===== src/rtl/ci_game_pkg.sv =====
// ci_game_pkg: shared constants, state type and scoring rule for the collision/score logic.
package ci_game_pkg;

    localparam int unsigned SCORE_MAX        = 9999;
    localparam int unsigned EXTRA_LIFE_SCORE = 1000;

    typedef enum logic [1:0] {SCAN, HIT, COMMIT, HOLD} hit_state_e;

    // Points for an alien kill: top row is worth the most.
    function automatic logic [5:0] row_points(input int unsigned row);
        if (row == 0) begin
            return 6'd30;
        end else if (row <= 2) begin
            return 6'd20;
        end else begin
            return 6'd10;
        end
    endfunction

endpackage


===== src/rtl/cell_index.sv =====
// cell_index: maps the current pixel to the alien cell under it, relative to the formation
// origin. Purely combinational so the bomb logic can reuse it.
module cell_index #(
    parameter int unsigned NUM_ROWS    = 5,
    parameter int unsigned NUM_COLUMNS = 8,
    parameter int unsigned CELL_W_LOG2 = 5,
    parameter int unsigned CELL_H_LOG2 = 5,
    localparam int unsigned ROW_W = (NUM_ROWS > 1) ? $clog2(NUM_ROWS) : 1,
    localparam int unsigned COL_W = (NUM_COLUMNS > 1) ? $clog2(NUM_COLUMNS) : 1
) (
    input  logic [9:0]       hpos,
    input  logic [9:0]       vpos,
    input  logic [9:0]       formation_x,
    input  logic [9:0]       formation_y,
    output logic [ROW_W-1:0] row,
    output logic [COL_W-1:0] col,
    output logic             in_range
);

    logic [9:0] dx;
    logic [9:0] dy;
    logic [9:0] col_full;
    logic [9:0] row_full;

    // Pixels left of / above the formation wrap to large values and fall out of range.
    always_comb begin
        dx       = hpos - formation_x;
        dy       = vpos - formation_y;
        col_full = dx >> CELL_W_LOG2;
        row_full = dy >> CELL_H_LOG2;
        in_range = (col_full < 10'(NUM_COLUMNS)) && (row_full < 10'(NUM_ROWS));
        col      = col_full[COL_W-1:0];
        row      = row_full[ROW_W-1:0];
    end

endmodule


===== src/rtl/collision_score_unit.sv =====
// collision_score_unit: pixel-rate laser/alien and bomb/cannon collision detection plus the
// game bookkeeping (alive flags, score, lives). All updates land once per frame, at the vsync
// rising edge. Define EXTRA_LIFE_EN to grant one bonus life when the score first reaches 1000.
module collision_score_unit #(
    parameter int unsigned NUM_ROWS      = 5,
    parameter int unsigned NUM_COLUMNS   = 8,
    parameter int unsigned CELL_W_LOG2   = 5,
    parameter int unsigned CELL_H_LOG2   = 5,
    parameter int unsigned START_LIVES   = 3,
    parameter int unsigned INVULN_FRAMES = 60,
    parameter int unsigned SCORE_MAX     = ci_game_pkg::SCORE_MAX
) (
    input  logic                                  clk,
    input  logic                                  rst_n,
    input  logic                                  play,
    input  logic                                  reset_game,
    input  logic                                  vsync,
    input  logic                                  display_on,
    input  logic [9:0]                            hpos,
    input  logic [9:0]                            vpos,
    input  logic [9:0]                            formation_x,
    input  logic [9:0]                            formation_y,
    input  logic                                  laser_gfx,
    input  logic                                  alien_pixel,
    input  logic                                  bomb_gfx,
    input  logic                                  cannon_gfx,
    output logic [NUM_ROWS-1:0][NUM_COLUMNS-1:0]  alive_matrix,
    output logic                                  hit_alien,
    output logic [13:0]                           score,
    output logic [1:0]                            lives,
    output logic                                  cannon_hit,
    output logic                                  wave_cleared,
    output logic                                  game_over
);
    import ci_game_pkg::*;

    localparam int unsigned ROW_W = (NUM_ROWS > 1) ? $clog2(NUM_ROWS) : 1;
    localparam int unsigned COL_W = (NUM_COLUMNS > 1) ? $clog2(NUM_COLUMNS) : 1;
    localparam int unsigned INV_W = (INVULN_FRAMES > 0) ? $clog2(INVULN_FRAMES + 1) : 1;

    hit_state_e       state_q;
    logic             vsync_q;
    logic [ROW_W-1:0] row_q;
    logic [COL_W-1:0] col_q;
    logic             cannon_pend_q;
    logic [INV_W-1:0] invuln_q;

    logic             frame_edge;
    logic             vsync_fall;
    logic             alien_overlap;
    logic             bomb_overlap;
    logic [ROW_W-1:0] idx_row;
    logic [COL_W-1:0] idx_col;
    logic             idx_in_range;
    logic [14:0]      score_sum;
    logic [13:0]      score_next;
    logic             extra_grant;

    cell_index #(
        .NUM_ROWS    (NUM_ROWS),
        .NUM_COLUMNS (NUM_COLUMNS),
        .CELL_W_LOG2 (CELL_W_LOG2),
        .CELL_H_LOG2 (CELL_H_LOG2)
    ) u_cell_index (
        .hpos        (hpos),
        .vpos        (vpos),
        .formation_x (formation_x),
        .formation_y (formation_y),
        .row         (idx_row),
        .col         (idx_col),
        .in_range    (idx_in_range)
    );

    assign frame_edge    = vsync & ~vsync_q;
    assign vsync_fall    = ~vsync & vsync_q;
    assign alien_overlap = display_on & play & laser_gfx & alien_pixel;
    assign bomb_overlap  = display_on & play & bomb_gfx & cannon_gfx;
    assign wave_cleared  = (alive_matrix == '0);
    assign game_over     = (lives == 2'd0);

    // Score after crediting the latched kill, clipped at the saturation value.
    always_comb begin
        score_sum  = {1'b0, score} + 15'(row_points(32'(row_q)));
        score_next = (score_sum > 15'(SCORE_MAX)) ? 14'(SCORE_MAX) : score_sum[13:0];
    end

`ifdef EXTRA_LIFE_EN
    logic extra_used_q;

    assign extra_grant = (state_q == COMMIT) && !extra_used_q &&
                         (score < 14'(EXTRA_LIFE_SCORE)) && (score_next >= 14'(EXTRA_LIFE_SCORE));

    // Bonus life is granted at most once per game.
    always_ff @(posedge clk) begin
        if (!rst_n || reset_game) begin
            extra_used_q <= 1'b0;
        end else if (extra_grant) begin
            extra_used_q <= 1'b1;
        end
    end
`else
    assign extra_grant = 1'b0;
`endif

    // Registered vsync for edge detection.
    always_ff @(posedge clk) begin
        if (!rst_n) begin
            vsync_q <= 1'b0;
        end else begin
            vsync_q <= vsync;
        end
    end

    // Alien-hit FSM, cannon-hit bookkeeping and all game-state registers.
    always_ff @(posedge clk) begin
        if (!rst_n || reset_game) begin
            state_q       <= SCAN;
            alive_matrix  <= '1;
            score         <= '0;
            lives         <= 2'(START_LIVES);
            hit_alien     <= 1'b0;
            cannon_hit    <= 1'b0;
            cannon_pend_q <= 1'b0;
            invuln_q      <= '0;
            row_q         <= '0;
            col_q         <= '0;
        end else begin
            cannon_hit <= 1'b0;

            case (state_q)
                SCAN: begin
                    if (alien_overlap && idx_in_range && alive_matrix[idx_row][idx_col]) begin
                        row_q     <= idx_row;
                        col_q     <= idx_col;
                        hit_alien <= 1'b1;
                        state_q   <= HIT;
                    end
                end
                HIT: begin
                    if (frame_edge) begin
                        state_q <= COMMIT;
                    end
                end
                COMMIT: begin
                    alive_matrix[row_q][col_q] <= 1'b0;
                    score                      <= score_next;
                    state_q                    <= HOLD;
                end
                HOLD: begin
                    // hit_alien stays high across the vsync rise that cannon_laser samples.
                    if (vsync_fall) begin
                        hit_alien <= 1'b0;
                        state_q   <= SCAN;
                    end
                end
                default: state_q <= SCAN;
            endcase

            if (frame_edge) begin
                cannon_pend_q <= 1'b0;
                if (cannon_pend_q && (lives != 2'd0)) begin
                    lives      <= lives - 2'd1;
                    cannon_hit <= 1'b1;
                    invuln_q   <= INV_W'(INVULN_FRAMES);
                end else if (invuln_q != '0) begin
                    invuln_q <= invuln_q - INV_W'(1);
                end
            end else if (bomb_overlap && (invuln_q == '0) && (lives != 2'd0)) begin
                cannon_pend_q <= 1'b1;
            end

            if (extra_grant && (lives != 2'd3)) begin
                lives <= lives + 2'd1;
            end
        end
    end

endmodule


===== config.mk =====
export PLATFORM = sky130hd
export DESIGN_NAME = collision_score_unit
export DESIGN_NICKNAME = d
export VERILOG_FILES = /design/src/rtl/ci_game_pkg.sv /design/src/rtl/cell_index.sv /design/src/rtl/collision_score_unit.sv
export SDC_FILE = /design/constraint.sdc
export NUM_CORES = 1
export LEC_CHECK = 0
export CORE_UTILIZATION = 45
export DETAILED_ROUTE_END_ITERATION = 16
export PLACE_DENSITY = 0.76
export SETUP_SLACK_MARGIN = 0.3
export SYNTH_ARGS = -nofsm -noshare
export SYNTH_HDL_FRONTEND = slang
export SYNTH_HIERARCHICAL = 1
export SYNTH_SLANG_ARGS = --single-unit

===== constraint.sdc =====
create_clock -name clk -period 6.5 [get_ports clk]
set_input_delay 1.3 -clock clk [delete_from_list [all_inputs] [get_ports clk]]
set_output_delay 1.3 -clock clk [all_outputs]
set_load 0.03 [all_outputs]

==> summary.txt <==
Status
  • Status: complete, no violations

Critical path
  • Top cell by count, worst path: nor2_1
  • Critical path's slowest cell: xnor2_1
  • Cell family with most CP delay: multiplexers
  • WP buf/inv: 2
  • CP Capture Type: register
  • CP max FO: 10
  • Crit start category: input pin
  • Setup CP Type: input pin to register
  • WP data arrival: 5.15 ns
  • CP cell instances: clkdlybuf4s50_1 -> inv_1 -> ha_1 -> a21o_1 -> a31oi_1 -> nor2_1 -> nor2_1 -> xnor2_1 -> mux4_1 -> mux4_2 -> nor4bb_1 -> a31oi_2 -> nand2b_1 -> mux2i_1 -> nor2_1
  • Slowest stage delay, CP: 0.81 ns
  • Worst Path Required: around 6.7 ns

Floorplan
  • Die Span Y: about 100 um
  • Rows: 35
  • IO Pins: 110
  • Full die area: 9970 um^2
  • Core Region: ~9200 um^2
  • Initial Utilization: 0.466
  • Die X-Extent: 99.9 um

Timing
  • Slew headroom: 0.276
  • Period utilisation layout: 0.763
  • Hold Violations, Final: 0
  • RSZ-0062 raised after global routing: no
  • Worst Tran Pin Value: around 1.1 ns
  • Fin Setup TNS: 0 ns
  • Clock period minus worst slack: roughly 5 ns
  • Fmax: just over 200 MHz
  • Max Slew Vio Count: 0
  • Layout Skew: around 0.010 ns
  • # setup viols final: 0

Place
  • Hpwl dp: ~9000 um
  • Port bufs: 109
  • Routability congestion estimate: 0.934

CTS
  • Post-CTS sizing: 0
  • CTS Buffer Depth: 2
  • CTS root buf: clkbuf_8
  • Htree depth: 3
  • Num CTS Buffers: 9
  • Clock Pin Slew Worst Setup and Hold Paths: 0.08 ns
  • CTS Hold Buffers Added: 0
  • Clock latency on the worst-skew pair: 0.35 ns
  • Setup bufs post-CTS: 0
  • TritonCTS clock tree: built
  • Clk sinks: 74

Routing
  • Post-route DRC: 0
  • Vias per inst: between 5 and 6
  • Initial DRC count: 233
  • Pre-antenna DRT Iters: 5
  • Detailed Route WL: roughly 12000 um
  • Routed Antenna Nets: 0
  • Routed vias: 4189
  • DR WL/cell: between 15 and 20 um

Pwr
  • Int Pwr: approximately 740 uW
  • P_sw: approximately 250 uW
  • P_leak: around 0.0022 uW
  • Combinational fraction of design power: 0.134
  • PD cells: around 180 nW/um^2
  • Maximum VDD drop: about 100 uV
  • Clock network power share: 0.409
  • Switching Fraction: 0.254
  • Pwr Total: around 990 uW
  • Sequential share of power: 0.457

Worst hold path
  • Min-Delay Path Class: register to register

Layout
  • Final net count: around 690
  • Antenna diodes: 0
  • Most frequent cells in the layout: 109 x clkdlybuf4s50_1, 80 x nand2_1, 74 x dfxtp_1, 48 x o21ai_0, 32 x nor2_1
  • Syn-to-layout area delta: 31.8%
  • Layout cells sized above 1: 0.0555
  • Most common cell after layout, fill and taps aside: clkdlybuf4s50_1

Synthesis
  • Synth unique cells: 55
  • Post-synth EDFFs: 0
  • Avg Inst Size Synth: 8.40 um^2
  • Main flop type after synthesis: dfxtp_1
  • Synth top area cells: dfxtp_1 34%, ha_1 7.8%, nand2_1 7.0%
  • Asr flop ratio synth: 0
  • Synth area leader: dfxtp_1
  • Yosys warnings: 6
  • Seq/Total Area, Yosys: 0.344
  • Yosys top cell area share: 0.344
  • Syn nets: 591
  • Synthesis-stage register bit count: 74
  • Cell Area, Synth: about 4300 um^2
  • Cells after Synth: slightly above 500

Global routing
  • Vias in the first global route: 4127
  • Largest net degree at the start of global routing: between 50 and 60
  • GRT Util Overall: 0.246
  • Gr ovfl total: 0
  • Initial antenna violation count: 0
  • First-pass GRT wire length: about 19000 um

Run
  • Max cap viols: 0
-- metrics by stage --
step | std cells | setup slack, ns | utilization | instance area, um^2 | hold slack [ns]
2_1_floorplan | 513 | 2.07 | - | 4310 | 0.464
3_3_place_gp | 726 | 1.38 | 0.590 | 5450 | 0.450
3_5_place_dp | 726 | 1.19 | 0.590 | 5450 | 0.467
4_1_cts | 742 | 1.57 | 0.615 | 5680 | 0.487
5_1_grt | 742 | 1.28 | 0.615 | 5680 | 0.508
6_report | 742 | 1.54 | 0.615 | 5680 | 0.478
-- registers in the layout (all words and copies together), names as in the netlist, 2 cells and up --
signal,count
alive_matrix,40
col_q,3
invuln_q,6
lives,2
row_q,3
score,14
state_q,2
-- cells by family (layout without fill, tap and decap cells) --
logic type,Yosys count,count (layout),synth area share
fa+ha+maj,28,28,0.0830
simple gates,200,200,0.225
flops,74,74,0.344
xor+xnor,20,20,0.0406
buf+inv,55,155,0.0537
mux,21,21,0.0851
compound gates,115,115,0.169
-- cell type report --
cell class                      instances  area [um^2]
Clock buffer                            9          124
Clock inverter                          7          101
Fill cell                             790         3560
Inverter                               28          105
Multi-Input combinational cell        384         2600
Sequential cell                        74         1480
Tap cell                              129          161
Timing Repair Buffer                  111         1110
-- synth_stat cells, drive strengths merged, types with 3 or more instances --
cell type,count
o31ai,3
and3,7
or3b,3
nand3,13
nand3b,3
mux4,11
mux2i,10
dfxtp,74
nand4,3
and2,4
ha,27
nor3,11
a211oi,6
o21a,3
a21o,6
nor2b,8
nand2b,11
nand2,80
a21oi,18
nor2,32
o21ai,50
inv,28
clkbuf,19
a31oi,12
nor4,14
xor2,9
o211a,4
xnor2,11
buf,8
-- power by group through the flow --
stage          combinational (uW)  clock [uW]  sequential, uW
3_5_place_dp                  133           0             465
4_1_cts                       134         410             455
6_report                      133         407             455
3_3_place_gp                  128           0             465
5_1_grt                       146         429             455
2_1_floorplan                88.3           0             465
-- path summary, 6_finish.rpt --
check / endpoint / slack [ns] / cells past startpoint / start
hold / removal: score[0] / 0.48 / 1 / score[0]
hold reg to reg: score[0] / 0.48 / 1 / score[0]
setup / recovery: row_q[1] / 1.54 / 15 / formation_y[2]
setup reg to reg: score[10] / 2.37 / 12 / row_q[2]
-- per-layer routing --
layer / GRT usage / wire [um]
met4: 0.0984 / 210
met2: 0.420 / 5800
met3: 0.0453 / 1030
met5: 0 / 0
met1: 0.307 / 4920
-- worst reg2reg max path: stages (launching register included) --
cell and delay, ns:
dfxtp_1 0.41, or3_1 0.55, nand2_1 0.18, ha_1 0.20
inv_1 0.07, fa_1 0.39, nor2b_1 0.29, o2111ai_1 0.32
or3b_1 0.42, a21oi_1 0.36, o31a_1 0.51, o21ai_0 0.19
o211a_1 0.14
No activity file was read; power rests on OpenSTA's default activity.
